[src/rtl/pll_reset_sequencer_if.sv]
// Control/status bundle between the PLL reset sequencer and its PLL/system side.
// slave = sequencer view, master = PLL and reset-consumer view.
interface pll_reset_sequencer_if;
    logic       pll_locked;
    logic       reconfig_req;
    logic       pll_rst;
    logic       sys_reset;
    logic       ready;
    logic       timeout_err;
    logic [7:0] relock_count;
    logic [1:0] state;

    modport slave (
        input  pll_locked,
        input  reconfig_req,
        output pll_rst,
        output sys_reset,
        output ready,
        output timeout_err,
        output relock_count,
        output state
    );

    modport master (
        output pll_locked,
        output reconfig_req,
        input  pll_rst,
        input  sys_reset,
        input  ready,
        input  timeout_err,
        input  relock_count,
        input  state
    );
endinterface

[src/rtl/pll_reset_sequencer.sv]
// ECP5 PLL reset sequencer: pulses PLL RST, qualifies LOCK, releases sys_reset after stable lock + hold.
// Latency: RST_CYCLES + LOCK_STABLE + HOLD_CYCLES cycles from reset release to ready with lock already up.
// No backpressure: reconfig_req is a single-cycle strobe, honoured outside RESET, ignored inside it.
module pll_reset_sequencer #(
    parameter int RST_CYCLES   = 16,
    parameter int LOCK_TIMEOUT = 250000,
    parameter int LOCK_STABLE  = 1024,
    parameter int HOLD_CYCLES  = 64,
    parameter int LOSS_FILTER  = 4
) (
    input  logic                    clk,
    input  logic                    reset,
    pll_reset_sequencer_if.slave    bus
);

    localparam int CNT_MAX0 = (RST_CYCLES > LOCK_TIMEOUT) ? RST_CYCLES : LOCK_TIMEOUT;
    localparam int CNT_MAX  = (CNT_MAX0 > HOLD_CYCLES) ? CNT_MAX0 : HOLD_CYCLES;
    localparam int CNT_W    = $clog2(CNT_MAX) + 1;
    localparam int STB_W    = $clog2(LOCK_STABLE) + 1;
    localparam int LOSS_W   = $clog2(LOSS_FILTER) + 1;

    localparam logic [CNT_W-1:0]  RST_LAST  = CNT_W'(RST_CYCLES - 1);
    localparam logic [CNT_W-1:0]  TO_LAST   = CNT_W'(LOCK_TIMEOUT - 1);
    localparam logic [CNT_W-1:0]  HOLD_LAST = CNT_W'(HOLD_CYCLES - 1);
    localparam logic [STB_W-1:0]  STB_LAST  = STB_W'(LOCK_STABLE - 1);
    localparam logic [LOSS_W-1:0] LOSS_LAST = LOSS_W'(LOSS_FILTER - 1);

    typedef enum logic [1:0] {
        ST_RESET     = 2'd0,
        ST_WAIT_LOCK = 2'd1,
        ST_HOLD      = 2'd2,
        ST_RUN       = 2'd3
    } state_t;

    state_t              state_q, state_d;
    logic [1:0]          sync_q, sync_d;
    logic [CNT_W-1:0]    cnt_q, cnt_d;
    logic [STB_W-1:0]    stable_cnt_q, stable_cnt_d;
    logic [LOSS_W-1:0]   loss_cnt_q, loss_cnt_d;
    logic                pll_rst_q, pll_rst_d;
    logic                sys_reset_q, sys_reset_d;
    logic                ready_q, ready_d;
    logic                timeout_err_q, timeout_err_d;
    logic [7:0]          relock_count_q, relock_count_d;

    logic                locked_s;
    logic                reconfig;
    logic                timeout_evt;
    logic                loss_evt;
    logic                state_chg;

    assign locked_s = sync_q[1];
    assign reconfig = bus.reconfig_req;

    always_comb begin
        sync_d = {sync_q[0], bus.pll_locked};
    end

    // State register.
    always_ff @(posedge clk or posedge reset) begin
        if (reset) begin
            state_q <= ST_RESET;
        end else begin
            state_q <= state_d;
        end
    end

    // Next state. reconfig_req outranks every other exit; lock outranks timeout.
    always_comb begin
        state_d     = state_q;
        timeout_evt = 1'b0;
        loss_evt    = 1'b0;
        case (state_q)
            ST_RESET: begin
                if (cnt_q == RST_LAST) begin
                    state_d = ST_WAIT_LOCK;
                end
            end
            ST_WAIT_LOCK: begin
                if (reconfig) begin
                    state_d = ST_RESET;
                end else if (locked_s && (stable_cnt_q == STB_LAST)) begin
                    state_d = ST_HOLD;
                end else if (cnt_q == TO_LAST) begin
                    state_d     = ST_RESET;
                    timeout_evt = 1'b1;
                end
            end
            ST_HOLD: begin
                if (reconfig) begin
                    state_d = ST_RESET;
                end else if (!locked_s) begin
                    state_d = ST_WAIT_LOCK;
                end else if (cnt_q == HOLD_LAST) begin
                    state_d = ST_RUN;
                end
            end
            ST_RUN: begin
                if (reconfig) begin
                    state_d = ST_RESET;
                end else if (!locked_s && (loss_cnt_q == LOSS_LAST)) begin
                    state_d  = ST_RESET;
                    loss_evt = 1'b1;
                end
            end
            default: begin
                state_d = ST_RESET;
            end
        endcase
    end

    // Outputs and counters, all decoded from the next state so they move with state_q.
    always_comb begin
        state_chg = (state_d != state_q);

        cnt_d        = cnt_q;
        stable_cnt_d = '0;
        loss_cnt_d   = '0;
        if (state_chg) begin
            cnt_d = '0;
        end else begin
            if (state_q != ST_RUN) begin
                cnt_d = cnt_q + CNT_W'(1);
            end
            if ((state_q == ST_WAIT_LOCK) && locked_s) begin
                stable_cnt_d = stable_cnt_q + STB_W'(1);
            end
            if ((state_q == ST_RUN) && !locked_s) begin
                loss_cnt_d = loss_cnt_q + LOSS_W'(1);
            end
        end

        pll_rst_d     = (state_d == ST_RESET);
        sys_reset_d   = (state_d != ST_RUN);
        ready_d       = (state_d == ST_RUN);
        timeout_err_d = timeout_err_q | timeout_evt;

        relock_count_d = relock_count_q;
        if ((timeout_evt || loss_evt) && (relock_count_q != 8'hFF)) begin
            relock_count_d = relock_count_q + 8'd1;
        end
    end

    always_ff @(posedge clk or posedge reset) begin
        if (reset) begin
            sync_q         <= 2'b00;
            cnt_q          <= '0;
            stable_cnt_q   <= '0;
            loss_cnt_q     <= '0;
            pll_rst_q      <= 1'b1;
            sys_reset_q    <= 1'b1;
            ready_q        <= 1'b0;
            timeout_err_q  <= 1'b0;
            relock_count_q <= 8'd0;
        end else begin
            sync_q         <= sync_d;
            cnt_q          <= cnt_d;
            stable_cnt_q   <= stable_cnt_d;
            loss_cnt_q     <= loss_cnt_d;
            pll_rst_q      <= pll_rst_d;
            sys_reset_q    <= sys_reset_d;
            ready_q        <= ready_d;
            timeout_err_q  <= timeout_err_d;
            relock_count_q <= relock_count_d;
        end
    end

    assign bus.pll_rst      = pll_rst_q;
    assign bus.sys_reset    = sys_reset_q;
    assign bus.ready        = ready_q;
    assign bus.timeout_err  = timeout_err_q;
    assign bus.relock_count = relock_count_q;
    assign bus.state        = state_q;

endmodule

[src/flat_wrapper.sv]
// flat-port wrapper written by rule: the top's interface ports become plain ports
module pll_reset_sequencer_flat 
#(
    parameter int RST_CYCLES   = 16,
    parameter int LOCK_TIMEOUT = 250000,
    parameter int LOCK_STABLE  = 1024,
    parameter int HOLD_CYCLES  = 64,
    parameter int LOSS_FILTER  = 4
)
  (clk, reset, bus_pll_locked, bus_reconfig_req, bus_pll_rst, bus_sys_reset, bus_ready, bus_timeout_err, bus_relock_count, bus_state);
  pll_reset_sequencer_if bus_i ();
  input  logic clk;
  input  logic reset;
  input wire logic [$bits(bus_i.pll_locked)-1:0] bus_pll_locked;
  input wire logic [$bits(bus_i.reconfig_req)-1:0] bus_reconfig_req;
  output wire logic [$bits(bus_i.pll_rst)-1:0] bus_pll_rst;
  output wire logic [$bits(bus_i.sys_reset)-1:0] bus_sys_reset;
  output wire logic [$bits(bus_i.ready)-1:0] bus_ready;
  output wire logic [$bits(bus_i.timeout_err)-1:0] bus_timeout_err;
  output wire logic [$bits(bus_i.relock_count)-1:0] bus_relock_count;
  output wire logic [$bits(bus_i.state)-1:0] bus_state;
  assign bus_i.pll_locked = bus_pll_locked;
  assign bus_i.reconfig_req = bus_reconfig_req;
  assign bus_pll_rst = bus_i.pll_rst;
  assign bus_sys_reset = bus_i.sys_reset;
  assign bus_ready = bus_i.ready;
  assign bus_timeout_err = bus_i.timeout_err;
  assign bus_relock_count = bus_i.relock_count;
  assign bus_state = bus_i.state;
  pll_reset_sequencer #(.RST_CYCLES(RST_CYCLES), .LOCK_TIMEOUT(LOCK_TIMEOUT), .LOCK_STABLE(LOCK_STABLE), .HOLD_CYCLES(HOLD_CYCLES), .LOSS_FILTER(LOSS_FILTER)) u_core (.clk(clk), .reset(reset), .bus(bus_i));
endmodule
[config.mk]
export PLATFORM = sky130hd
export DESIGN_NAME = pll_reset_sequencer_flat
export DESIGN_NICKNAME = d
export VERILOG_FILES = /design/src/rtl/pll_reset_sequencer_if.sv /design/src/rtl/pll_reset_sequencer.sv /design/src/flat_wrapper.sv
export SDC_FILE = /design/constraint.sdc
export NUM_CORES = 1
export LEC_CHECK = 0
export BUFFER_PORTS_ARGS = -buffer_cell sky130_fd_sc_hd__buf_4
export CORE_MARGIN = 2
export CORE_UTILIZATION = 60
export CTS_CLUSTER_DIAMETER = 200
export DETAILED_ROUTE_END_ITERATION = 7
export GPL_TIMING_DRIVEN = 0
export PLACE_DENSITY_LB_ADDON = 0.2
export SLEW_MARGIN = 20
export SYNTH_ARGS = -nofsm -noshare
export SYNTH_HDL_FRONTEND = slang
export SYNTH_SLANG_ARGS = --single-unit
[constraint.sdc]
create_clock -name clk -period 5.55 [get_ports clk]
set_input_delay 1.665 -clock clk [delete_from_list [all_inputs] [get_ports clk]]
set_output_delay 1.665 -clock clk [all_outputs]
set_load 0.02 [all_outputs]
; ---- Word level (Yosys, flattened, before mapping)
; Index checks and enable logic that the tools add are counted.
[word_totals]
input_bits = 4
wordCells = 61
output_inout_bits = 14
register_bits = 49
[op_classes]
n_reduce_logical = 10
addsub = 4
mux = 23
n_eq_ne = 13
bitwise = 1
[op_table]
columns = cell, n
row1 = $mux 19, 2
row2 = $mux 11, 2
row3 = $add 19x1->19 const B, 1
row4 = $eq 19x18->1 const B, 1
row5 = $eq 19x4->1 const B, 1
row6 = $eq 19x6->1 const B, 1
row7 = $mux 2, 9
row8 = $add 11x1->11 const B, 1
row9 = $eq 11x10->1 const B, 1
row10 = $add 8x1->8 const B, 1
row11 = $ne 8x8->1 const B, 1
row12 = $pmux 2 s4, 1
row13 = $mux 1, 7
row14 = $eq 2x2->1 const B, 3
row15 = $mux 3, 2
row16 = $logic_and 1x1->1, 5
row17 = $logic_not 2->1, 2
row18 = $ne 2x2->1 const B, 2
row19 = $add 3x1->3 const B, 1
row20 = $eq 3x2->1 const B, 1
row21 = $eq 2x1->1 const B, 1
row22 = $ne 2x2->1, 1
row23 = $reduce_bool 2->1, 1
row24 = $logic_not 1->1, 1
row25 = 2 further kinds, 2

; ---- Logic depth before layout (Yosys ltp)
[logic_depth]
depth_word = 7
ltp_mapped = 8
ltp_nobuf = 7

; ---- Least setup slack after synthesis
; OpenSTA, ideal clock, no wires.
[synth_timing]
kind = input-to-reg
start = in bus_reconfig_req
end = reg u_core.cnt_q[4]
setup_time_ns = 0.122
setup_slack_ns = 2.721
n_path_buf = 0
required_time_ns = 5.428
arrival_ns = 2.708
stages = 5
path_cell_list = nand2b_1 -> nor3_1 -> and3_1 -> a211o_1 -> a2111oi_1
[synth_via]
elab_chain_cells = 4
word_cells_on_any_way = 7
cone_classes = eq/ne: 1 / mux: 5 / reduce/logical: 1
[synth_rtl]
columns = element, line
row1 = start: declaration, flat_wrapper.sv:15  ; input wire logic [$bits(bus_i.reconfig_req)-1:0] bus_reconfig_req;
row2 = "$mux 2, on equally long branches", "pll_reset_sequencer.sv:99, pll_reset_sequencer.sv:80, pll_reset_sequencer.sv:90"
row3 = $pmux 2 s4 *, pll_reset_sequencer.sv:73  ; case (state_q)
row4 = $ne 2x2->1 *, pll_reset_sequencer.sv:114  ; state_chg = (state_d != state_q);
row5 = $mux 19 / $reduce_bool 2->1 (equally long branches), -
row6 = end signal: assignment, pll_reset_sequencer.sv:157  ; cnt_q <= cnt_d;
row7 = end: declaration, pll_reset_sequencer.sv:37  ; logic [CNT_W-1:0] cnt_q, cnt_d;
; Every way passes the cells marked *; elsewhere a longest branch is shown, timed or not.
; A chain may end at the register's enable or synchronous reset.

; ---- Final worst setup path
[layout_timing]
start = in bus_reconfig_req
end = reg u_core.stable_cnt_q[3]
[layout_via]
elab_chain_cells = 4
word_cells_on_any_way = 6
cone_classes = eq/ne: 1 / mux: 5
[layout_rtl]
columns = element, line
row1 = "$mux 2, on equally long branches", "pll_reset_sequencer.sv:99, pll_reset_sequencer.sv:80, pll_reset_sequencer.sv:90"
row2 = $pmux 2 s4 *, pll_reset_sequencer.sv:73
row3 = $ne 2x2->1 *, pll_reset_sequencer.sv:114
row4 = $mux 11 *, pll_reset_sequencer.sv:119  ; if (state_chg) begin
row5 = via u_core.stable_cnt_d[3], pll_reset_sequencer.sv:38  ; logic [STB_W-1:0] stable_cnt_q, stable_cnt_d;
row6 = end signal: assignment, pll_reset_sequencer.sv:158  ; stable_cnt_q <= stable_cnt_d;
row7 = end: declaration, pll_reset_sequencer.sv:38
; Mark *: on every way through the listed nets, which the timed path passes. The rest lies on a longest branch.

==> key figures <==
Status
  • Outcome: completed

Routing
  • Routed vias/inst: 5.90
  • Pre-antenna DRT Iters: 4
  • Post-detailed-route count of antenna-violating nets: 0
  • First DRT Iteration DRCs: 109
  • Routed vias: 1976
  • DRC violations left: 0
  • Wire length per cell: 15.3 um
  • Final WL: 5.11 mm

Clocking
  • Num CTS Buffers: 5
  • Hold_buf cts: 0
  • Clock transition at the registers of the reported paths: 0.08 ns
  • Num Clock Sinks: 49
  • Worst-Skew Late Latency: 0.31 ns
  • Clk root buf: clkbuf_8
  • H-tree levels: 2
  • CTS resizes: 0
  • Post-CTS Setup Bufs: 0
  • Clock Tree Buf Depth: 2
  • CTS tree: yes

Critical path
  • Max incr delay on CP: 0.38 ns
  • Critical Path Most Common Cell: nor3_1
  • Top delay family on crit path: simple AND/OR/NAND/NOR gates
  • CP Cell Sequence: buf_4 > nand2b_1 > nor3_1 > and3_1 > a211oi_1 > buf_2 > nor3_1
  • CP bufs+invs: 2
  • R2R Setup Slk: 2.89 ns
  • Slowest CP cell: a211oi_1
  • Worst reg2reg endpoint: u_core.cnt_q[0]
  • Setup CP Type: in2reg
  • Required @ worst endpoint: 5.72 ns
  • FF-to-FF path depth: 7
  • Worst Path Max Fanout: 10
  • CP Capture Type: register
  • CP arrival: 3.04 ns
  • Setup crit start: bus_reconfig_req
  • CP Launch Type: primary input
  • R2r startpoint: u_core.cnt_q[0]

Cells and area
  • FF+latch area: 0.00123 mm2
  • Diodes inserted: 0
  • Share of cells above drive strength 1: 0.144
  • Area of the multi-input gates: 0.00126 mm2
  • Nets: 293
  • Area added between synthesis and finish: 13.7%
  • Filler cells: 314

Die
  • Core Area: 0.00406 mm2
  • Starting Density: 0.630
  • Die Span Y: 69.3 um
  • Die ar.: 0.00480 mm2
  • Cell Rows: 23
  • DIE WIDTH: 69.3 um
  • I/O Pins: 18

Worst hold path
  • Hold Path Depth: 0
  • Hold_sp: u_core.sync_q[0]
  • Hold Path Sink: u_core.sync_q[1]
  • Hold WC Path Type: reg2reg

Global routing
  • Largest net degree at the start of global routing: 28
  • First-pass GRT wire length: 8.99 mm
  • Initial antenna violation count: 0
  • Overall routing resource usage: 0.232
  • Grt ovf: 0
  • Number of global-route vias before repair: 1943

Yosys
  • Synth cell count leaders: dfrtp_1, nor3_1, nand2_1
  • Ys Warns: 0
  • EDFF count, synth: 0
  • Main synth FF type: dfrtp_1
  • Yosys cell types: 44
  • Mean post-synth cell area: 9.86 um2
  • Post-synthesis sequential area ratio: 0.481
  • Share of the synthesized area in the top cell type: 0.460
  • Cells after Synth: 259
  • Synthesized flop and latch total: 49
  • Post-Syn Nets: 268
  • Synthesized cell area: 0.00255 mm2
  • Cell taking the most area after synthesis: dfrtp_1
  • Most common cell in the netlist: dfrtp_1
  • Largest cells by area after synthesis: dfrtp_1, xor2_1, nor3_1, xnor2_1, nand2_1
  • Asr flop ratio synth: 1.00

STA
  • Setup Skew: 0.0110 ns
  • Period utilisation layout: 0.517
  • Tmin final: 2.87 ns
  • Hold Violations, Final: 0
  • Max-slew headroom: 0.550
  • Final Setup Violations: 0
  • RSZ-0062 raised after global routing: false
  • Max Fclk: 349 MHz
  • Hold slack final: 0.355 ns
  • Slew at the pin closest to its max-slew limit: 0.670 ns
  • Slew Viols, Final: 0
  • Setup TNS Final: 0 ns

Pwr
  • PwrDens: 330 mW/mm2
  • Worst vdd ir: 0.000212 V
  • Leak: 1.25 nW

Run
  • Max-Cap Viols: 0

Placement
  • DP Wirelength: 3.62 mm
  • Port Buffers: 17
  • Placer Congestion: 0.903
[sequential cells by signal (all words and copies together), names as in the netlist]
register / cells
u_core.stable_cnt_q: 11
u_core.loss_cnt_q: 3
u_core.bus.ready: 1
u_core.bus.pll_rst: 1
u_core.bus.timeout_err: 1
u_core.bus.relock_count: 8
u_core.bus.sys_reset: 1
u_core.cnt_q: 19
u_core.bus.state: 2
u_core.sync_q: 2
[how the worst max path moves through the flow]
| stage | cells past startpoint | end |
|---|---|---|
| after floorplan | 1 | u_core.bus.ready |
| after global placement | 2 | u_core.loss_cnt_q[1] |
| after detailed placement | 7 | u_core.stable_cnt_q[2] |
| after CTS | 7 | u_core.stable_cnt_q[3] |
| after global routing | 7 | u_core.stable_cnt_q[3] |
| final | 7 | u_core.stable_cnt_q[3] |
[cells in the final DEF, fill, tap and decap left out, drive strengths merged, types with 8 or more instances in the layout]
cell    count
a21oi      10
buf        19
clkbuf     15
dfrtp      47
inv         8
nand2      25
nand3      14
nor2        9
nor3       32
xnor2      11
xor2       19
[per-stage QoR]
stage                     instances  utilization  setup WS (ns)  total power, mW  area [um2]
after floorplan                 259            -           2.72            0.599        2550
after global placement          326        0.677           2.08            0.654        2750
after detailed placement        327        0.681           2.37            0.660        2770
after CTS                       335        0.714           2.69            0.959        2900
after global routing            335        0.716           2.57             1.01        2910
final                           335        0.716           2.68            0.960        2910
[report_power, final]
group	internal (mW)	switching, mW
clock	0.179	0.121
combinational	0.0911	0.150
sequential	0.389	0.0290
[metal layers]
| metal | global-route usage | share of wire | up-vias |
|---|---|---|---|
| met2 | 0.347 | 0.45 | 38 |
| met3 | 0.0523 | 0.037 | 9 |
| met1 | 0.331 | 0.49 | 951 |
| li1 | - | - | 978 |
| met5 | 0 | 0 | - |
| met4 | 0.0871 | 0.018 | 0 |
[kinds of logic after synthesis]
family,count (synthesis),synth area share
compound gates,32,0.0877
xor+xnor,30,0.103
fa+ha+maj,5,0.0245
buf+inv,19,0.0284
flops,49,0.481
mux,5,0.0220
simple gates,119,0.254
[cell type report]
type,instances,area share
clock inverter,3,0.0224
buffer,11,0.0146
clock buffer,5,0.0237
multi-input combinational,191,0.434
tap,50,0.0215
inverter,8,0.0103
timing repair buffer,18,0.0508
sequential,49,0.423
No activity file was read; power rests on OpenSTA's default activity.
